## src/rtl/dlx_global_pkg.sv

```systemverilog
// Shared constants and types for the DLX memory-side blocks.
package dlx_global_pkg;

  localparam int unsigned MEM_WIDTH    = 32;
  localparam int unsigned bw_cacheline = 128;
  localparam int unsigned LINE_WORDS   = bw_cacheline / MEM_WIDTH;
  localparam int unsigned CNT_W        = 2;
  localparam int unsigned ADDR_W       = 32;
  localparam int unsigned OFFS_W       = 4;
  localparam int unsigned BASE_W       = ADDR_W - OFFS_W;

  // Requester indices into the arbiter request/grant vectors.
  localparam int unsigned REQ_IC = 0;
  localparam int unsigned REQ_DC = 1;

  typedef enum logic [1:0] {
    IDLE     = 2'd0,
    IC_BURST = 2'd1,
    DC_BURST = 2'd2
  } arb_state_e;

endpackage

```

## src/rtl/dlx_rr_arb2.sv

```systemverilog
// Two-way round-robin pick: a lone request wins, a tie goes to the side not last served.
module dlx_rr_arb2
  import dlx_global_pkg::*;
(
  input  logic [1:0] req,
  input  logic       last_dc,
  output logic [1:0] gnt_c
);

  // One-hot grant; bit REQ_IC = I-cache, bit REQ_DC = D-cache.
  always_comb begin
    gnt_c = 2'b00;
    if (req[REQ_IC] && req[REQ_DC]) begin
      gnt_c[REQ_DC] = ~last_dc;
      gnt_c[REQ_IC] = last_dc;
    end else begin
      gnt_c = req;
    end
  end

endmodule

```

## src/rtl/dlx_mem_arbiter.sv

```systemverilog
// Arbitrates I-cache and D-cache line bursts onto a single-word main-memory port.
module dlx_mem_arbiter
  import dlx_global_pkg::*;
#(
  parameter int unsigned WORD_W = MEM_WIDTH,
  parameter int unsigned LINE_W = bw_cacheline
) (
  input  logic              clk,
  input  logic              rst_n,
  input  logic              ic_req,
  input  logic [31:0]       ic_addr,
  output logic              ic_rvalid,
  output logic [WORD_W-1:0] ic_rdata,
  output logic [1:0]        ic_widx,
  output logic              ic_done,
  input  logic              dc_req,
  input  logic              dc_we,
  input  logic [31:0]       dc_addr,
  input  logic [LINE_W-1:0] dc_wdata,
  output logic              dc_rvalid,
  output logic [WORD_W-1:0] dc_rdata,
  output logic [1:0]        dc_widx,
  output logic              dc_done,
  output logic              mem_req,
  output logic              mem_we,
  output logic [31:0]       mem_addr,
  output logic [WORD_W-1:0] mem_wdata,
  input  logic [WORD_W-1:0] mem_rdata,
  input  logic              mem_ack
);

  localparam logic [CNT_W-1:0] LAST_WORD = CNT_W'(LINE_WORDS - 1);

  arb_state_e        state_q, state_n;
  logic [CNT_W-1:0]  cnt_q, cnt_n;
  logic [BASE_W-1:0] base_q, base_n;
  logic              we_q, we_n;
  logic [LINE_W-1:0] line_q, line_n;
  logic              last_dc_q, last_dc_n;
  logic              burst_end;
  logic [1:0]        gnt;

  logic              mem_req_d, mem_we_d;
  logic [31:0]       mem_addr_d;
  logic [WORD_W-1:0] mem_wdata_d;
  logic              ic_rvalid_d, ic_done_d, dc_rvalid_d, dc_done_d;
  logic [WORD_W-1:0] ic_rdata_d, dc_rdata_d;
  logic [1:0]        ic_widx_d, dc_widx_d;

  // Line offset bits are dropped: bursts always start at the line base.
  logic unused_offs;
  assign unused_offs = ^{ic_addr[OFFS_W-1:0], dc_addr[OFFS_W-1:0]};

  dlx_rr_arb2 u_rr_arb2 (
    .req     ({dc_req, ic_req}),
    .last_dc (last_dc_q),
    .gnt_c   (gnt)
  );

  // State register with grant latch, word counter and last-served flag.
  always_ff @(posedge clk or negedge rst_n) begin
    if (!rst_n) begin
      state_q   <= IDLE;
      cnt_q     <= '0;
      base_q    <= '0;
      we_q      <= 1'b0;
      line_q    <= '0;
      last_dc_q <= 1'b0;
    end else begin
      state_q   <= state_n;
      cnt_q     <= cnt_n;
      base_q    <= base_n;
      we_q      <= we_n;
      line_q    <= line_n;
      last_dc_q <= last_dc_n;
    end
  end

  // Next state: grant only from IDLE, advance on each ack, leave after the last word.
  always_comb begin
    state_n   = state_q;
    cnt_n     = cnt_q;
    base_n    = base_q;
    we_n      = we_q;
    line_n    = line_q;
    last_dc_n = last_dc_q;
    burst_end = 1'b0;
    case (state_q)
      IDLE: begin
        cnt_n = '0;
        if (gnt[REQ_DC]) begin
          state_n = DC_BURST;
          base_n  = dc_addr[ADDR_W-1:OFFS_W];
          we_n    = dc_we;
          line_n  = dc_wdata;
        end else if (gnt[REQ_IC]) begin
          state_n = IC_BURST;
          base_n  = ic_addr[ADDR_W-1:OFFS_W];
          we_n    = 1'b0;
          line_n  = '0;
        end
      end
      IC_BURST, DC_BURST: begin
        if (mem_ack) begin
          cnt_n = cnt_q + CNT_W'(1);
          if (cnt_q == LAST_WORD) begin
            burst_end = 1'b1;
            state_n   = IDLE;
            last_dc_n = (state_q == DC_BURST);
          end
        end
      end
      default: state_n = IDLE;
    endcase
  end

  // Output next values, derived from next state so the memory port tracks cnt without a bubble.
  always_comb begin
    mem_req_d   = (state_n != IDLE);
    mem_we_d    = (state_n == DC_BURST) && we_n;
    mem_addr_d  = mem_req_d ? {base_n, cnt_n, 2'b00} : 32'h0;
    mem_wdata_d = '0;
    for (int w = 0; w < int'(LINE_WORDS); w++) begin
      if (mem_we_d && (cnt_n == CNT_W'(w))) begin
        mem_wdata_d = line_n[w*WORD_W +: WORD_W];
      end
    end
    ic_rvalid_d = mem_ack && (state_q == IC_BURST);
    ic_rdata_d  = ic_rvalid_d ? mem_rdata : '0;
    ic_widx_d   = ic_rvalid_d ? cnt_q : '0;
    ic_done_d   = burst_end && (state_q == IC_BURST);
    dc_rvalid_d = mem_ack && (state_q == DC_BURST) && !we_q;
    dc_rdata_d  = dc_rvalid_d ? mem_rdata : '0;
    dc_widx_d   = dc_rvalid_d ? cnt_q : '0;
    dc_done_d   = burst_end && (state_q == DC_BURST);
  end

  // Output registers; reset clears every output at once, aborting any burst.
  always_ff @(posedge clk or negedge rst_n) begin
    if (!rst_n) begin
      mem_req   <= 1'b0;
      mem_we    <= 1'b0;
      mem_addr  <= '0;
      mem_wdata <= '0;
      ic_rvalid <= 1'b0;
      ic_rdata  <= '0;
      ic_widx   <= '0;
      ic_done   <= 1'b0;
      dc_rvalid <= 1'b0;
      dc_rdata  <= '0;
      dc_widx   <= '0;
      dc_done   <= 1'b0;
    end else begin
      mem_req   <= mem_req_d;
      mem_we    <= mem_we_d;
      mem_addr  <= mem_addr_d;
      mem_wdata <= mem_wdata_d;
      ic_rvalid <= ic_rvalid_d;
      ic_rdata  <= ic_rdata_d;
      ic_widx   <= ic_widx_d;
      ic_done   <= ic_done_d;
      dc_rvalid <= dc_rvalid_d;
      dc_rdata  <= dc_rdata_d;
      dc_widx   <= dc_widx_d;
      dc_done   <= dc_done_d;
    end
  end

endmodule

```

## config.mk

```make
export PLATFORM = sky130hd
export DESIGN_NAME = dlx_mem_arbiter
export DESIGN_NICKNAME = d
export VERILOG_FILES = /design/src/rtl/dlx_global_pkg.sv /design/src/rtl/dlx_rr_arb2.sv /design/src/rtl/dlx_mem_arbiter.sv
export SDC_FILE = /design/constraint.sdc
export NUM_CORES = 1
export LEC_CHECK = 0
export BUFFER_PORTS_ARGS = -buffer_cell sky130_fd_sc_hd__buf_4
export CORE_ASPECT_RATIO = 1.75
export CORE_MARGIN = 3
export CORE_UTILIZATION = 30
export CTS_CLUSTER_DIAMETER = 40
export CTS_CLUSTER_SIZE = 40
export DETAILED_ROUTE_END_ITERATION = 8
export HOLD_SLACK_MARGIN = 0.05
export MAX_ROUTING_LAYER = met4
export PLACE_DENSITY = 0.56
export SKIP_CTS_REPAIR_TIMING = 1
export SYNTH_ARGS = -nofsm -noshare
export SYNTH_HDL_FRONTEND = slang
export SYNTH_SLANG_ARGS = --single-unit
```

## constraint.sdc

```tcl
create_clock -name clk -period 3.5 [get_ports clk]
set_clock_uncertainty 0.05 [all_clocks]
set_input_delay 0.7 -clock clk [delete_from_list [all_inputs] [get_ports clk]]
set_output_delay 0.7 -clock clk [all_outputs]
set_load 0.05 [all_outputs]
```

==> flow_metrics.py, run 1 <==
metrics = {
    "yosys": {
        "synth_mux_area_share_pct": 0.0951,
        "synth_area_per_cell_um2": 12.0,
        "syn_inst": 988,
        "synth-compound-area-share_pct": 22.1,
        "synth_fa_ha_area_share_pct": 0.529,
        "synth_seq_cells": 298,
        "ys_seq_area_share_pct": 63.0,
        "ys_types": 46,
        "synth_warnings": 0,
        "yosysTopAreaCell": "dfrtp_1",
        "synth_edf_count": 0,
        "yosys-top-cells-area": "dfrtp_1 63%, a221o_1 5.2%, a22o_1 5.0%",
        "syn-cell-area_um2": 11800,
        "ys_async_sr_fraction_pct": 100,
        "synth_top_area_share_pct": 63.0,
        "synth-xor-area-share_pct": 0,
        "synth_top_family_by_area": "compound AO/OA/AOI/OAI gates",
        "yosys.area_share.simple_pct": 8.45,
        "ys.flop_type": "dfrtp_1",
    },
    "clock_network": {
        "cts-buffers-inserted": 34,
        "clk_path_buf_depth": 3,
        "path_clk_slew_ns": 0.07,
        "root_buffer": "clkbuf_16",
        "htreeDepth": 2,
        "cts_tree": "built",
        "clock_latency_ns": 0.52,
        "cts_num_sinks": 298,
    },
    "drt": {
        "drtIter0Drc": 543,
        "ant_nets": 0,
        "post_drt_wl_per_cell_um": 20.7,
        "vias_per_cell": 5.17,
        "vias": 9393,
        "drtPass1Iterations": 4,
        "wl_um": 37500,
        "drc": 0,
    },
    "timing": {
        "fin_crit_sh_pct": 82.1,
        "setup_viol": 0,
        "grt_setup_unrepaired": "no",
        "hold_viol_final": 0,
        "max_freq_ghz": 0.348,
        "period_needed_ns": 2.87,
        "final_max_slew_viol_count": 0,
        "worstMarginPinSlew_ns": 1.14,
        "finalSetupTns_ns": 0,
        "maxSlewHeadroom_pct": 24.2,
    },
    "worst_setup_path": {
        "path_max_fanout": 194,
        "worstReg2RegEnd": "mem_wdata[6]$_DFF_PN0_",
        "reg2regPathDepth": 8,
        "cp_data_arrival_time_ns": 3.17,
        "r2r_start": "state_q[0]$_DFF_PN0_",
        "crit_type": "reg2reg",
        "required_ns": 3.79,
        "timing.critical_path.to_type": "flip-flop",
        "rrSetupSlack_ns": 0.63,
        "critPathLaunchType": "flip-flop",
    },
    "grt": {
        "track_usage_pct": 17.8,
        "grt_pass1_wl_um": 56800,
        "antenna_found_initial": 6,
        "grt_max_degree": 195,
        "grt_overflow": 0,
        "grt_pass1_vias": 9549,
    },
    "power_and_ir_drop": {
        "powerDensity_nw_per_um2": 908,
        "peakVddDrop_mv": 0.597,
        "cellLeakagePower_uw": 0.00815,
    },
    "floorplan": {
        "die_area_um2": 42000,
        "dieWidth_um": 156,
        "fp.dieH_um": 269,
        "ioPinCount": 368,
        "core-area_um2": 38600,
        "start_util_pct": 30.6,
        "placementRows": 95,
    },
    "status": {
        "status": "finished, final reports clean",
    },
    "placement": {
        "dp.cells": 1750,
        "portBuffers": 357,
        "gp_congestion": 0.763,
        "dp_hpwl_um": 24700,
    },
    "cells_and_area": {
        "drive_above_1_share_pct": 34.2,
        "stdcell_count": 1818,
        "nNetsFinal": 1537,
        "syn_to_final_growth_pct": 36.5,
    },
    "min_path": {
        "hold_path_class": "in2reg",
        "hold_depth": 2,
        "hold_end": "dc_rdata[6]$_DFF_PN0_",
        "hp-start": "mem_rdata[6]",
    },
    "run": {
        "maxCapViolCount": 0,
    },
}
## logic make-up after synthesis
family,Yosys count
multiplexers,1
AO/OA/AOI/OAI,331
AND/OR/NAND/NOR,183
flip-flops,298
buffers and inverters,169
other,1
adder cells (fa/ha/maj),5
## power by group
part	leakage [uW]	internal, uW	switching (uW)
Clock	0.000556	1980	1590
Combinational	0.00372	2170	3900
Sequential	0.00387	4570	450
Total	0.00815	8720	5950
## cells in the mapped netlist (all sizes together) (3+ instances only)
library cell and instances:
dfrtp 298, clkbuf 74, a22o 69, inv 68, and2 64, nor2 64
a221o 62, a32oi 60, o22ai 58, and3 37, a21oi 32, a31oi 30
buf 27, ha 5, a221oi 4, nand2 3, nand2b 3, o211ai 3
o21ai 3
## layout make-up
type | count | area [um^2]
Fill cell | 3761 | 22500
Sequential cell | 298 | 7460
Multi-Input combinational cell | 522 | 3770
Timing Repair Buffer | 378 | 2910
Clock buffer | 38 | 917
Tap cell | 485 | 607
Inverter | 68 | 255
Clock inverter | 23 | 213
Antenna cell | 6 | 15.0
## layer usage
metal  part of all wire (%)  vias up  track usage, %
met4                    3.0        0            6.75
met5                      0        -               -
met1                     37     4726            20.2
li1                       -     4284               -
met2                     53      318            30.6
met3                    6.7       65            4.16
## through the flow
stage | cell area, um^2 | worst slack (ns) | total power [uW] | hold slack (ns) | utilization [%]
after detailed placement | 15000 | 0.712 | 11200 | 0.406 | 38.8
after global routing | 16100 | 0.542 | 15600 | 0.305 | 41.8
final | 16100 | 0.626 | 14700 | 0.331 | 41.8
after CTS | 16100 | 0.692 | 14900 | 0.0353 | 41.7
after floorplan | 11800 | 1.19 | 9240 | 0.354 | -
after global placement | 15000 | 0.752 | 11100 | 0.401 | 38.8
## how the worst max path moves through the flow
stage / start / endpoint / slack [ns] / cells after the start
final: state_q[0]$_DFF_PN0_ / mem_wdata[6]$_DFF_PN0_ / 0.63 / 8
after detailed placement: state_q[0]$_DFF_PN0_ / mem_wdata[5]$_DFF_PN0_ / 0.71 / 7
after global placement: mem_ack / mem_wdata[5]$_DFF_PN0_ / 0.75 / 5
after CTS: state_q[0]$_DFF_PN0_ / mem_wdata[28]$_DFF_PN0_ / 0.69 / 7
after floorplan: ic_req / mem_wdata[23]$_DFF_PN0_ / 1.19 / 9
after global routing: state_q[0]$_DFF_PN0_ / mem_wdata[28]$_DFF_PN0_ / 0.54 / 7
## cells in the final DEF, fill, tap and decap left out, types with 2 or more instances in the layout
| master | Yosys | final |
|---|---|---|
| and2_1 | 64 | 63 |
| a31oi_1 | 30 | 30 |
| dfrtp_1 | 298 | 298 |
| inv_1 | 66 | 66 |
| a32oi_1 | 60 | 60 |
| nand2_1 | 3 | 3 |
| a211oi_4 | 0 | 2 |
| inv_6 | 0 | 9 |
| buf_4 | 3 | 371 |
| nor2_1 | 64 | 64 |
| clkinv_4 | 0 | 3 |
| inv_8 | 0 | 4 |
| inv_2 | 2 | 2 |
| o211ai_1 | 3 | 3 |
| conb_1 | 1 | 2 |
| buf_12 | 0 | 5 |
| nand2b_1 | 3 | 3 |
| diode_2 | 0 | 6 |
| a22o_1 | 68 | 68 |
| o22ai_1 | 58 | 58 |
| or3_1 | 2 | 2 |
| nor4bb_1 | 2 | 2 |
| a221o_1 | 62 | 62 |
| and3_1 | 37 | 36 |
| clkbuf_8 | 0 | 3 |
| ha_1 | 5 | 4 |
| clkbuf_16 | 0 | 35 |
| clkinv_2 | 0 | 3 |
| a221oi_1 | 4 | 4 |
| clkinvlp_4 | 0 | 2 |
| a21oi_1 | 32 | 32 |
## registers in the layout, summed over array words and instances, names as in the netlist
register / flops
ic_rdata: 32
last_dc_q: 1
we_q: 1
mem_req: 1
dc_done: 1
dc_rdata: 32
state_q: 2
ic_widx: 2
mem_we: 1
mem_addr: 30
ic_rvalid: 1
dc_rvalid: 1
mem_wdata: 32
line_q: 128
dc_widx: 2
cnt_q: 2
ic_done: 1
base_q: 28
## critical path, cell delays in order, from the launching register on
cell,delay [ns]
dfrtp_1,0.45
inv_1,0.15
ha_4,0.44
o21ai_4,0.12
buf_12,0.22
a32oi_1,0.46
o22ai_1,0.21
a31oi_1,0.19
nor2_1,0.07
No activity file was read; power rests on OpenSTA's default activity.
==> run 2: changes to the inputs <==
- PLACE_DENSITY: 0.56 -> 0.57
- clock period: 3.5 -> 2.4 ns (I/O delays scaled with it)
==> run 2 against run 1 <==
Compared with the run above:
- highest routed layer unchanged
- first-iteration DRC count is 23% lower
- wire length did not move
- sequential cell count unchanged
- hold slack lost 0.21 ns
- critical path depth rose by 1
==> flow_metrics.py, run 2 (synthesized netlist as in run 1, its figures left out) <==
metrics = {
    "drt": {
        "post_drt_wl_per_cell_um": 20.4,
        "vias_per_cell": 5.10,
        "drtPass1Iterations": 4,
        "wl_um": 37500,
        "vias": 9413,
        "ant_nets": 0,
        "drc": 0,
        "drtIter0Drc": 420,
    },
    "power_and_ir_drop": {
        "cellLeakagePower_uw": 0.00836,
        "total_power_uw": 22300,
        "peakVddDrop_mv": 0.720,
        "powerDensity_nw_per_um2": 1340,
    },
    "floorplan": {
        "ioPinCount": 368,
        "core-area_um2": 38600,
        "dieWidth_um": 156,
        "die_area_um2": 42000,
        "start_util_pct": 30.6,
        "fp.dieH_um": 269,
        "placementRows": 95,
    },
    "timing": {
        "final_max_slew_viol_count": 0,
        "fin_crit_sh_pct": 94.0,
        "period_needed_ns": 2.26,
        "worstMarginPinSlew_ns": 0.504,
        "max_freq_ghz": 0.443,
        "hold_viol_final": 0,
        "grt_setup_unrepaired": "no",
        "maxSlewHeadroom_pct": 66.4,
        "whs_ns": 0.122,
        "setup_viol": 0,
    },
    "worst_setup_path": {
        "r2r_start": "state_q[0]$_DFF_PN0_",
        "crit_slowest_cell": "dfrtp_2",
        "crit_start": "state_q[0]$_DFF_PN0_",
        "crit_end": "mem_wdata[21]$_DFF_PN0_",
        "cp_data_arrival_time_ns": 2.61,
        "rrSetupSlack_ns": 0.14,
        "max_stage_delay_ns": 0.45,
        "critPathLaunchType": "flip-flop",
        "path_max_fanout": 58,
        "timing.critical_path.to_type": "flip-flop",
        "required_ns": 2.75,
        "cp.buffers_inverters": 4,
        "reg2regPathDepth": 9,
        "crit_type": "reg2reg",
        "cp_common_cell": "buf_12",
        "worstReg2RegEnd": "mem_wdata[21]$_DFF_PN0_",
        "path_depth": 9,
        "cp_top_family": "buffers and inverters",
        "path_cells": "inv_1 -> ha_4 -> o21ai_4 -> buf_12 -> buf_12 -> buf_4 -> a221o_1 -> a31oi_1 -> nor2_1",
    },
    "cells_and_area": {
        "largest_register": "line_q",
        "nNetsFinal": 1565,
        "syn_to_final_growth_pct": 40.1,
        "largest_reg_flops": 128,
        "layout_commonest_cell": "buf_4",
        "final_cell_mix": "387 x buf_4, 296 x dfrtp_1, 68 x a22o_1",
        "drive_above_1_share_pct": 35.7,
    },
    "grt": {
        "grt_pass1_vias": 9884,
        "grt_overflow": 0,
        "grt_max_degree": 73,
        "track_usage_pct": 17.9,
        "grt_pass1_wl_um": 56900,
        "antenna_found_initial": 6,
    },
    "clock_network": {
        "clock_latency_ns": 0.52,
        "htreeDepth": 2,
        "cts_tree": "built",
        "clk_path_buf_depth": 3,
        "root_buffer": "clkbuf_16",
        "path_clk_slew_ns": 0.07,
        "cts_num_sinks": 298,
        "cts-buffers-inserted": 35,
    },
    "placement": {
        "portBuffers": 357,
        "dp_hpwl_um": 26000,
        "gp_congestion": 0.794,
    },
    "min_path": {
        "hold_path_class": "in2reg",
    },
    "status": {
        "status": "finished, final reports clean",
    },
    "run": {
        "maxCapViolCount": 0,
    },
}
==> run 2: cell types whose count changed in the layout (fill, tap and decap cells not counted), moves of 3 or more <==
cell	before	now
buf_12	5	14
buf_4	371	387
bufinv_16	0	4
inv_6	9	2
inv_8	4	1
==> run 2: cell type report <==
class / instances / area (um^2)
sequential: 298 / 7460
multi-input combinational: 522 / 3790
timing repair buffer: 405 / 3230
antenna: 6 / 15.0
clock inverter: 18 / 250
fill: 3696 / 22000
tap: 485 / 607
inverter: 68 / 255
clock buffer: 42 / 975
==> run 2: worst min-delay path by stage <==
| stage | depth (start not counted) | end | slack, ns | from |
|---|---|---|---|---|
| 5_1_grt | 2 | dc_rdata[28]$_DFF_PN0_ | 0.10 | mem_rdata[28] |
| 4_1_cts | 1 | dc_rvalid$_DFF_PN0_ | -0.18 | rst_n |
| 2_1_floorplan | 0 | base_q[0]$_DFF_PN0_ | 0.13 | rst_n |
| 3_5_place_dp | 1 | line_q[72]$_DFF_PN0_ | 0.38 | rst_n |
| 6_report | 2 | dc_rdata[25]$_DFF_PN0_ | 0.12 | mem_rdata[25] |
| 3_3_place_gp | 1 | line_q[72]$_DFF_PN0_ | 0.38 | rst_n |
==> run 2: where the power goes <==
group | internal [uW] | total (uW) | switching [uW]
Combinational | 3570 | 9390 | 5820
Clock | 3380 | 5590 | 2210
Sequential | 6670 | 7280 | 614
Total | 13600 | 22300 | 8650
==> run 2: stage by stage <==
step	setup TNS, ns	instances	cell area [um^2]	worst slack (ns)	util [%]
after floorplan	0	989	11800	0.189	-
after global placement	0	1777	15300	0.0755	39.6
after detailed placement	0	1777	15300	0.00103	39.6
after CTS	-0.0178	1837	16500	-0.00822	42.8
after global routing	0	1844	16600	0.00521	42.9
final	0	1844	16600	0.145	42.9
==> run 2: metal layers <==
layer / vias to the layer above / track usage [%] / part of all wire, %
met2: 319 / 31.0 / 53
met1: 4693 / 19.9 / 37
met5: - / - / 0
li1: 4332 / - / -
met3: 69 / 3.90 / 6.6
met4: 0 / 7.46 / 3.5
==> run 3: changes to the inputs <==
- PLACE_DENSITY: 0.57 -> 0.56
- clock period: 2.4 -> 2.7 ns (I/O delays scaled with it)
==> run 3 against run 2 <==
Compared with the run above:
- via count is 0.40% lower
- non-clock buffer count is 10 lower
- sequential share of layout area is 0.24 points higher
- maximum frequency is 9.4% lower
- wire length is 0.56% higher
- total power is 12% lower
- critical endpoint is now mem_wdata[12]$_DFF_PN0_
==> flow_metrics.py, run 3 (synthesized netlist as in run 1, its figures left out) <==
metrics = {
    "status": {
        "status": "finished, final reports clean",
    },
    "drt": {
        "drtIter0Drc": 533,
        "wl_met2_um": 20000,
        "post_drt_wl_per_cell_um": 20.6,
        "drc": 0,
        "vias_per_cell": 5.11,
        "drtPass1Iterations": 5,
        "highest_layer": "met4",
        "wl_met1_um": 14200,
        "vias": 9375,
        "ant_nets": 0,
        "wl_met3_um": 2390,
        "wl_um": 37800,
    },
    "cells_and_area": {
        "drive_above_1_share_pct": 34.9,
        "stdcell_count": 1835,
        "largest_register": "line_q",
        "fillers": 3680,
        "final_cell_mix": "378 x buf_4, 298 x dfrtp_1, 68 x a22o_1",
        "regArea_um2": 7460,
        "layout_commonest_cell": "buf_4",
        "multiInputGateArea_um2": 3770,
        "largest_reg_flops": 128,
        "nNetsFinal": 1555,
        "syn_to_final_growth_pct": 39.3,
    },
    "clock_network": {
        "cts-buffers-inserted": 35,
        "htreeDepth": 2,
        "cts_num_sinks": 298,
        "cts_tree": "built",
        "root_buffer": "clkbuf_16",
        "path_clk_slew_ns": 0.07,
        "clk_path_buf_depth": 3,
        "clock_latency_ns": 0.52,
    },
    "run": {
        "maxCapViolCount": 0,
    },
    "placement": {
        "dp.cells": 1765,
        "gp_congestion": 0.801,
        "portBuffers": 357,
        "dp_slack_ns": 0.00350,
        "dp_hpwl_um": 25600,
    },
    "power_and_ir_drop": {
        "peakVddDrop_mv": 0.697,
        "powerDensity_nw_per_um2": 1180,
        "cellLeakagePower_uw": 0.00829,
    },
    "min_path": {
        "hold_path_class": "in2reg",
        "hold_depth": 2,
    },
    "timing": {
        "grt_setup_unrepaired": "no",
        "max_freq_ghz": 0.402,
        "worstMarginPinSlew_ns": 0.575,
        "period_needed_ns": 2.49,
        "maxSlewHeadroom_pct": 61.2,
        "finalSetupTns_ns": 0,
        "whs_ns": 0.181,
        "setup_viol": 0,
        "fin_crit_sh_pct": 92.2,
        "setup_ws_ns": 0.210,
        "hold_viol_final": 0,
        "final_max_slew_viol_count": 0,
    },
    "worst_setup_path": {
        "crit_slowest_cell": "or3b_2",
        "max_stage_delay_ns": 0.51,
        "cp_common_cell": "a21oi_1",
        "path_max_fanout": 33,
        "reg2regPathDepth": 9,
        "timing.critical_path.to_type": "flip-flop",
        "path_cells": "inv_1 -> ha_4 -> buf_4 -> nand2b_1 -> a21oi_1 -> a21oi_1 -> or3b_2 -> buf_12 -> a21oi_1",
        "cp_data_arrival_time_ns": 2.87,
        "critPathLaunchType": "flip-flop",
        "crit_type": "reg2reg",
        "required_ns": 3.09,
    },
    "grt": {
        "grt_overflow": 0,
        "grt_max_degree": 91,
        "antenna_found_initial": 6,
        "grt_pass1_vias": 9477,
        "grt_pass1_wl_um": 56500,
        "track_usage_pct": 17.9,
    },
    "floorplan": {
        "dieWidth_um": 156,
        "start_util_pct": 30.6,
        "fp.dieH_um": 269,
        "placementRows": 95,
        "die_area_um2": 42000,
        "core-area_um2": 38600,
        "ioPinCount": 368,
    },
}
## run 3: metrics by stage
stage | power (uW) | util [%] | area, um^2
floorplan | 12000 | - | 11800
global placement | 14700 | 39.4 | 15200
detailed placement | 14800 | 39.4 | 15200
CTS | 19700 | 42.6 | 16400
global route | 20700 | 42.7 | 16500
finish | 19500 | 42.7 | 16500
## run 3: layout make-up
| class | count | share of cell area, % |
|---|---|---|
| sequential | 298 | 45.2 |
| multi-input combinational | 522 | 22.9 |
| timing repair buffer | 395 | 19.2 |
| clock buffer | 40 | 5.74 |
| tap | 485 | 3.68 |
| clock inverter | 22 | 1.65 |
| inverter | 68 | 1.55 |
| antenna | 5 | 0.0759 |
## run 3: worst max-delay path: cells and delay by family (launching register included)
kind | cells | cell delay, ns
and+or+nand+nor | 2 | 0.56
AOI/OAI and AO/OA | 3 | 0.51
DFF | 1 | 0.45
buffers and inverters | 3 | 0.48
adders and majority gates | 1 | 0.34
## run 3: worst paths after layout
check	start	end	slack, ns
worst max-delay path	state_q[1]$_DFF_PN0_	mem_wdata[12]$_DFF_PN0_	0.21
worst min-delay path	mem_rdata[5]	dc_rdata[5]$_DFF_PN0_	0.18
worst max register to register	state_q[1]$_DFF_PN0_	mem_wdata[12]$_DFF_PN0_	0.21
worst min register to register	line_q[100]$_DFF_PN0_	line_q[100]$_DFF_PN0_	0.41
max in group asynchronous	rst_n	line_q[87]$_DFF_PN0_	1.37
min in group asynchronous	rst_n	line_q[101]$_DFF_PN0_	0.46
## run 3: power breakdown
part | switching [uW] | internal (uW)
sequential | 542 | 5920
clock | 2110 | 2740
combinational | 5140 | 3080
## run 3: routing by layer
metal	vias to the layer above	track usage [%]
met4	0	6.56
met1	4693	20.2
met3	65	3.84
met5	-	-
li1	4329	-
met2	288	31.1
